### src/rtl/data_mem_loader_pkg.sv
// Shared types and default widths for the data_mem loader/dumper.
package data_mem_loader_pkg;

   localparam int unsigned DEF_ADDR_W = 8;
   localparam int unsigned DEF_DATA_W = 8;

   typedef enum logic [1:0] {IDLE, LOAD, DUMP, FINISH} ldr_state_t;

   typedef logic [DEF_ADDR_W:0] ldr_count_t;

endpackage

### src/rtl/data_mem_loader.sv
// Owns the data_mem port: core pass-through when idle, otherwise
// bulk LOAD from a valid/ready byte stream or DUMP onto one.
module data_mem_loader
   import data_mem_loader_pkg::*;
#(
   parameter int unsigned ADDR_W = DEF_ADDR_W,
   parameter int unsigned DATA_W = DEF_DATA_W
) (
   input  logic              CLK,
   input  logic              reset,
   input  logic              start,
   input  logic              mode,
   input  logic [ADDR_W-1:0] base_addr,
   input  logic [ADDR_W:0]   length,
   input  logic [DATA_W-1:0] in_data,
   input  logic              in_valid,
   output logic              in_ready,
   output logic [DATA_W-1:0] out_data,
   output logic              out_valid,
   input  logic              out_ready,
   output logic              busy,
   output logic              done,
   input  logic [ADDR_W-1:0] core_addr,
   input  logic              core_read,
   input  logic              core_write,
   input  logic [DATA_W-1:0] core_wdata,
   output logic [DATA_W-1:0] core_rdata,
   output logic [ADDR_W-1:0] DataAddress,
   output logic              ReadMem,
   output logic              WriteMem,
   output logic [DATA_W-1:0] DataIn,
   input  logic [DATA_W-1:0] DataOut
);

   localparam int unsigned CNT_W = ADDR_W + 1;

   ldr_state_t        r_state;
   ldr_state_t        w_state_nxt;
   logic [ADDR_W-1:0] r_addr;
   logic [ADDR_W-1:0] w_addr_nxt;
   logic [CNT_W-1:0]  r_remaining;
   logic [CNT_W-1:0]  w_remaining_nxt;
   logic [DATA_W-1:0] r_out_data;
   logic [DATA_W-1:0] w_out_data_nxt;
   logic              r_out_valid;
   logic              w_out_valid_nxt;

   logic              w_load_hs;
   logic              w_dump_slot;

   assign w_load_hs   = (r_state == LOAD) && in_valid;
   // Output register is free either because it is empty or being consumed.
   assign w_dump_slot = (r_state == DUMP) && (!r_out_valid || out_ready);

   always_ff @(posedge CLK or posedge reset) begin
      if (reset) begin
         r_state     <= IDLE;
         r_addr      <= '0;
         r_remaining <= '0;
         r_out_data  <= '0;
         r_out_valid <= 1'b0;
      end else begin
         r_state     <= w_state_nxt;
         r_addr      <= w_addr_nxt;
         r_remaining <= w_remaining_nxt;
         r_out_data  <= w_out_data_nxt;
         r_out_valid <= w_out_valid_nxt;
      end
   end

   always_comb begin
      w_state_nxt     = r_state;
      w_addr_nxt      = r_addr;
      w_remaining_nxt = r_remaining;
      w_out_data_nxt  = r_out_data;
      w_out_valid_nxt = r_out_valid;

      case (r_state)
         IDLE: begin
            if (start) begin
               w_addr_nxt      = base_addr;
               w_remaining_nxt = length;
               if (length == '0) begin
                  w_state_nxt = FINISH;
               end else if (mode) begin
                  w_state_nxt = DUMP;
               end else begin
                  w_state_nxt = LOAD;
               end
            end
         end
         LOAD: begin
            if (w_load_hs) begin
               w_addr_nxt      = r_addr + ADDR_W'(1);
               w_remaining_nxt = r_remaining - CNT_W'(1);
               if (r_remaining == CNT_W'(1)) begin
                  w_state_nxt = FINISH;
               end
            end
         end
         DUMP: begin
            if (w_dump_slot) begin
               if (r_remaining != '0) begin
                  w_out_data_nxt  = DataOut;
                  w_out_valid_nxt = 1'b1;
                  w_addr_nxt      = r_addr + ADDR_W'(1);
                  w_remaining_nxt = r_remaining - CNT_W'(1);
               end else begin
                  // Last byte consumed (or nothing pending): close the stream.
                  w_out_valid_nxt = 1'b0;
                  w_state_nxt     = FINISH;
               end
            end
         end
         FINISH: begin
            w_state_nxt = IDLE;
         end
         default: begin
            w_state_nxt = IDLE;
         end
      endcase
   end

   // Memory-port mux: core owns the port only while idle.
   always_comb begin
      DataAddress = core_addr;
      ReadMem     = core_read;
      WriteMem    = core_write;
      DataIn      = core_wdata;

      case (r_state)
         IDLE: begin
         end
         LOAD: begin
            DataAddress = r_addr;
            ReadMem     = 1'b0;
            WriteMem    = w_load_hs;
            DataIn      = in_data;
         end
         DUMP: begin
            DataAddress = r_addr;
            ReadMem     = 1'b1;
            WriteMem    = 1'b0;
            DataIn      = '0;
         end
         default: begin
            DataAddress = r_addr;
            ReadMem     = 1'b0;
            WriteMem    = 1'b0;
            DataIn      = '0;
         end
      endcase
   end

   assign in_ready   = (r_state == LOAD);
   assign busy       = (r_state != IDLE);
   assign done       = (r_state == FINISH);
   assign out_data   = r_out_data;
   assign out_valid  = r_out_valid;
   assign core_rdata = DataOut;

   a_done_pulse: assert property (@(posedge CLK) disable iff (reset)
      done |=> !done);

   a_out_hold: assert property (@(posedge CLK) disable iff (reset)
      (r_out_valid && !out_ready) |=> (r_out_valid && $stable(r_out_data)));

   a_core_isolated: assert property (@(posedge CLK) disable iff (reset)
      (busy && WriteMem) |-> ((r_state == LOAD) && in_valid));

endmodule

### config.mk
export PLATFORM = sky130hd
export DESIGN_NAME = data_mem_loader
export DESIGN_NICKNAME = d
export VERILOG_FILES = /design/src/rtl/data_mem_loader_pkg.sv /design/src/rtl/data_mem_loader.sv
export SDC_FILE = /design/constraint.sdc
export NUM_CORES = 1
export LEC_CHECK = 0
export CELL_PAD_IN_SITES_DETAIL_PLACEMENT = 0
export CELL_PAD_IN_SITES_GLOBAL_PLACEMENT = 1
export CORE_ASPECT_RATIO = 2
export CORE_UTILIZATION = 30
export DETAILED_ROUTE_END_ITERATION = 10
export PLACE_DENSITY_LB_ADDON = 0.1
export SLEW_MARGIN = 40
export SYNTH_ARGS = -nofsm -noshare
export SYNTH_HDL_FRONTEND = slang
export SYNTH_SLANG_ARGS = --single-unit
### constraint.sdc
create_clock -name CLK -period 5.3 [get_ports CLK]
set_input_delay 1.325 -clock CLK [delete_from_list [all_inputs] [get_ports CLK]]
set_output_delay 1.325 -clock CLK [all_outputs]
set_load 0.005 [all_outputs]
==> results.md <==
- Register area: between 700 and 800 sq um
- Max Used Layer: met4
- Die area: 7110 sq um
- Multi-input logic area: around 1200 sq um
- CP arrival: 2430 ps
- Synth Instances: about 220
- Setup CP Type: input pin to output port
- Clk sink count: 28
- Wirelength, routed: between 6000 and 7000 microns
- Final Hold Viols: 0
- Status: completed
- Via-per-instance ratio: 5.40
- GPL Wtd Cong: 0.785
- WP buf/inv: 2
- Met2 routed wirelength: 3820 microns
- Routed len/inst: 17.3 microns
- Via Count: about 2,100
- Post-CTS setup buffers: 0
- Clock transition at path regs: 70 ps
- Worst Reg-to-Reg Cells: 6
- Total negative slack: 0 ps
- Synthesized area: between 2000 and 2500 sq um
- Startpoint Class: input pin
- CTS resizes: 0
- Async SR Flop Fraction: 100%
- Commonest non-fill, non-tap cell in the layout: clkdlybuf4s50_1
- Flop-to-flop setup slack: between 2000 and 3000 ps
- M1 wire length: 2300 microns
- Crit-path slowest cell: clkdlybuf4s50_1
- TritonRoute pass-1 iters: 5
- Synth Net Count: 283
- Core area: 6570 sq um
- Worst vdd ir: approximately 0.18 mV
- Fin nets: 363
- Final Instance Count excl. Fillers: 385
- CP Cell Sequence: clkdlybuf4s50_1 > a22o_1 > clkdlybuf4s50_1
- Final setup viols: 0
- Bufs on Longest Clock Path: 2
- CP endpoint: DataIn[1]
- Worst Setup SP: in_data[1]
- Stages on worst setup path: 3
- Fmax: 266 MHz
- Critical Path End Type: output port
- Die height: around 120 microns
- CTS tree: built
- Overflow after GRT: 0
- Maximum number of pins on one net before global-route repair: 36
- Die extent in x: 60.1 microns
- Tightest Hold Check Type: flop to flop
- Initial Utilization: 30.9%
- Number of max-cap violations: 0
- CTS Buf Count: 3
- Detail Route met3 WL: slightly above 400 microns
- Port Buffers: 94
- Maximum fanout along the worst path: 1
- RSZ-0062 raised after global routing: false
- Leak Pwr: between 1 and 1.5 nW
- Slowest stage delay, CP: 490 ps
- Share of layout cells above drive strength 1: 8.75%
- PD cells: between 300 and 400 nW/um^2
- Final Critical Period: between 3000 and 4000 ps
- Placed wire-length estimate: 5010 microns
- Ys Warns: 0
- Top FF cell, synth: dfrtp_1
- Top delay family on crit path: buffers and inverters
- Mapped Avg Cell Area: 9.30 sq um
- Commonest cells after routing, fill and taps aside: 94 x clkdlybuf4s50_1, 28 x dfrtp_1, 14 x mux2_2
- Top Ports: 95
- Final instance area: 3080 sq um
- Ant diodes: 0
- Initial antenna violation count: 0
- Yosys cell types: 49
- FF+latch count, synth: 28
- Layout area overhead: 52.1%
- FILL cells: 653
- First-pass GRT wire length: 9970 microns
- Max_slew headroom: about half
- Clk root buf: clkbuf_16
- Routed Antenna Nets: 0
- Row cnt: 42
- Seq/Total Area, Yosys: 34.5%
- Required time of the worst setup path: 3970 ps
- Placed Area: 2980 sq um
- CTS Hold Bufs: 0
- Residual DRC: 0
- RR Startpoint: r_state[0]
- Vias in the first global route: 1,981
- Final period utilization: 70.8%
- Tightest Pin Transition: 737 ps
- Worst skew pair latency: between 200 and 300 ps
- Fin Clk Skew: just under 5 ps
- Post-synth EDFFs: 0
- Worst path most repeated cell: clkdlybuf4s50_1
- FF-to-FF End: r_remaining[2]
- Htree depth: 1
- Placed cell count: 381
- Iter 0 DRT Violations: 48
- GRT Total Usage: 18.7%
- Slew Limit Fails: 0
## per-stage QoR
step	util (%)	setup WS [ps]	power, mW	hold slack [ps]
after global placement	45.3	1520	0.861	467
after global routing	47.0	1480	1.16	510
after detailed placement	45.4	1530	0.869	474
after floorplan	-	2400	0.640	483
after CTS	47.0	1530	1.11	492
final	47.0	1550	1.10	487
## flip-flops by register name, indices dropped and copies added, names as in the netlist
| register | count |
|---|---|
| out_data | 8 |
| out_valid | 1 |
| r_addr | 8 |
| r_state | 2 |
| r_remaining | 9 |
## worst min-delay path by stage
stage | start | endpoint | cells after the start
finish | out_data[2] | out_data[2] | 1
global route | out_data[4] | out_data[4] | 1
CTS | out_data[2] | out_data[2] | 1
detailed placement | out_data[2] | out_data[2] | 1
global placement | out_data[2] | out_data[2] | 1
floorplan | out_data[2] | out_data[2] | 1
## final cells by class
class,instances,area share (%)
clock inverters,1,0.974
inverters,7,0.852
clock buffers,3,2.43
flip-flops and latches,28,22.7
multi-input cells,162,38.5
repair buffers,96,31.0
well taps,88,3.57
## routing by layer
layer  global-route usage (%)  vias to the layer above
li1                         -                      977
met1                     18.4                     1010
met2                     36.5                       85
met3                     2.41                        6
met4                     6.83                        0
met5                        0                        -
## synth_stat cells, types with 2 or more instances
cell	n	share of area (%)
dfrtp_1	28	35
mux2_2	14	7.8
nand2_1	13	2.4
o21ai_0	12	3.0
nand3_1	11	2.7
a22o_1	9	3.9
buf_4	9	3.3
nand2b_1	9	2.8
a21oi_1	8	2.0
ha_1	8	4.9
nor2_1	8	1.5
clkbuf_1	7	1.3
inv_1	7	1.3
a31oi_1	6	1.9
nor3_1	5	1.2
o31ai_1	5	1.9
a211o_1	4	1.7
buf_2	4	0.99
mux2_1	4	2.2
nor4_1	4	1.2
and3_1	3	0.93
nand4_1	3	0.93
nor2b_1	3	0.93
o22ai_1	3	0.93
a2bb2oi_1	2	0.86
a41o_1	2	0.99
a41oi_1	2	0.86
and4_1	2	0.86
and4b_1	2	0.99
or3_1	2	0.62
## power breakdown
part | total, mW | internal (mW) | switching, mW
logic | 0.498 | 0.272 | 0.226
registers | 0.367 | 0.276 | 0.0908
clock network | 0.231 | 0.151 | 0.0805
total | 1.10 | 0.699 | 0.398
## kinds of logic after synthesis
family                     after synthesis  synth area share (%)
and+or+nand+nor                         75                  22.0
muxes                                   19                  10.5
AOI/OAI and AO/OA                       60                  21.0
adders and majority gates                8                  4.94
buffers and inverters                   28                  7.09
DFF                                     28                  34.5
Note: power is estimated with default switching activity, not from simulation.
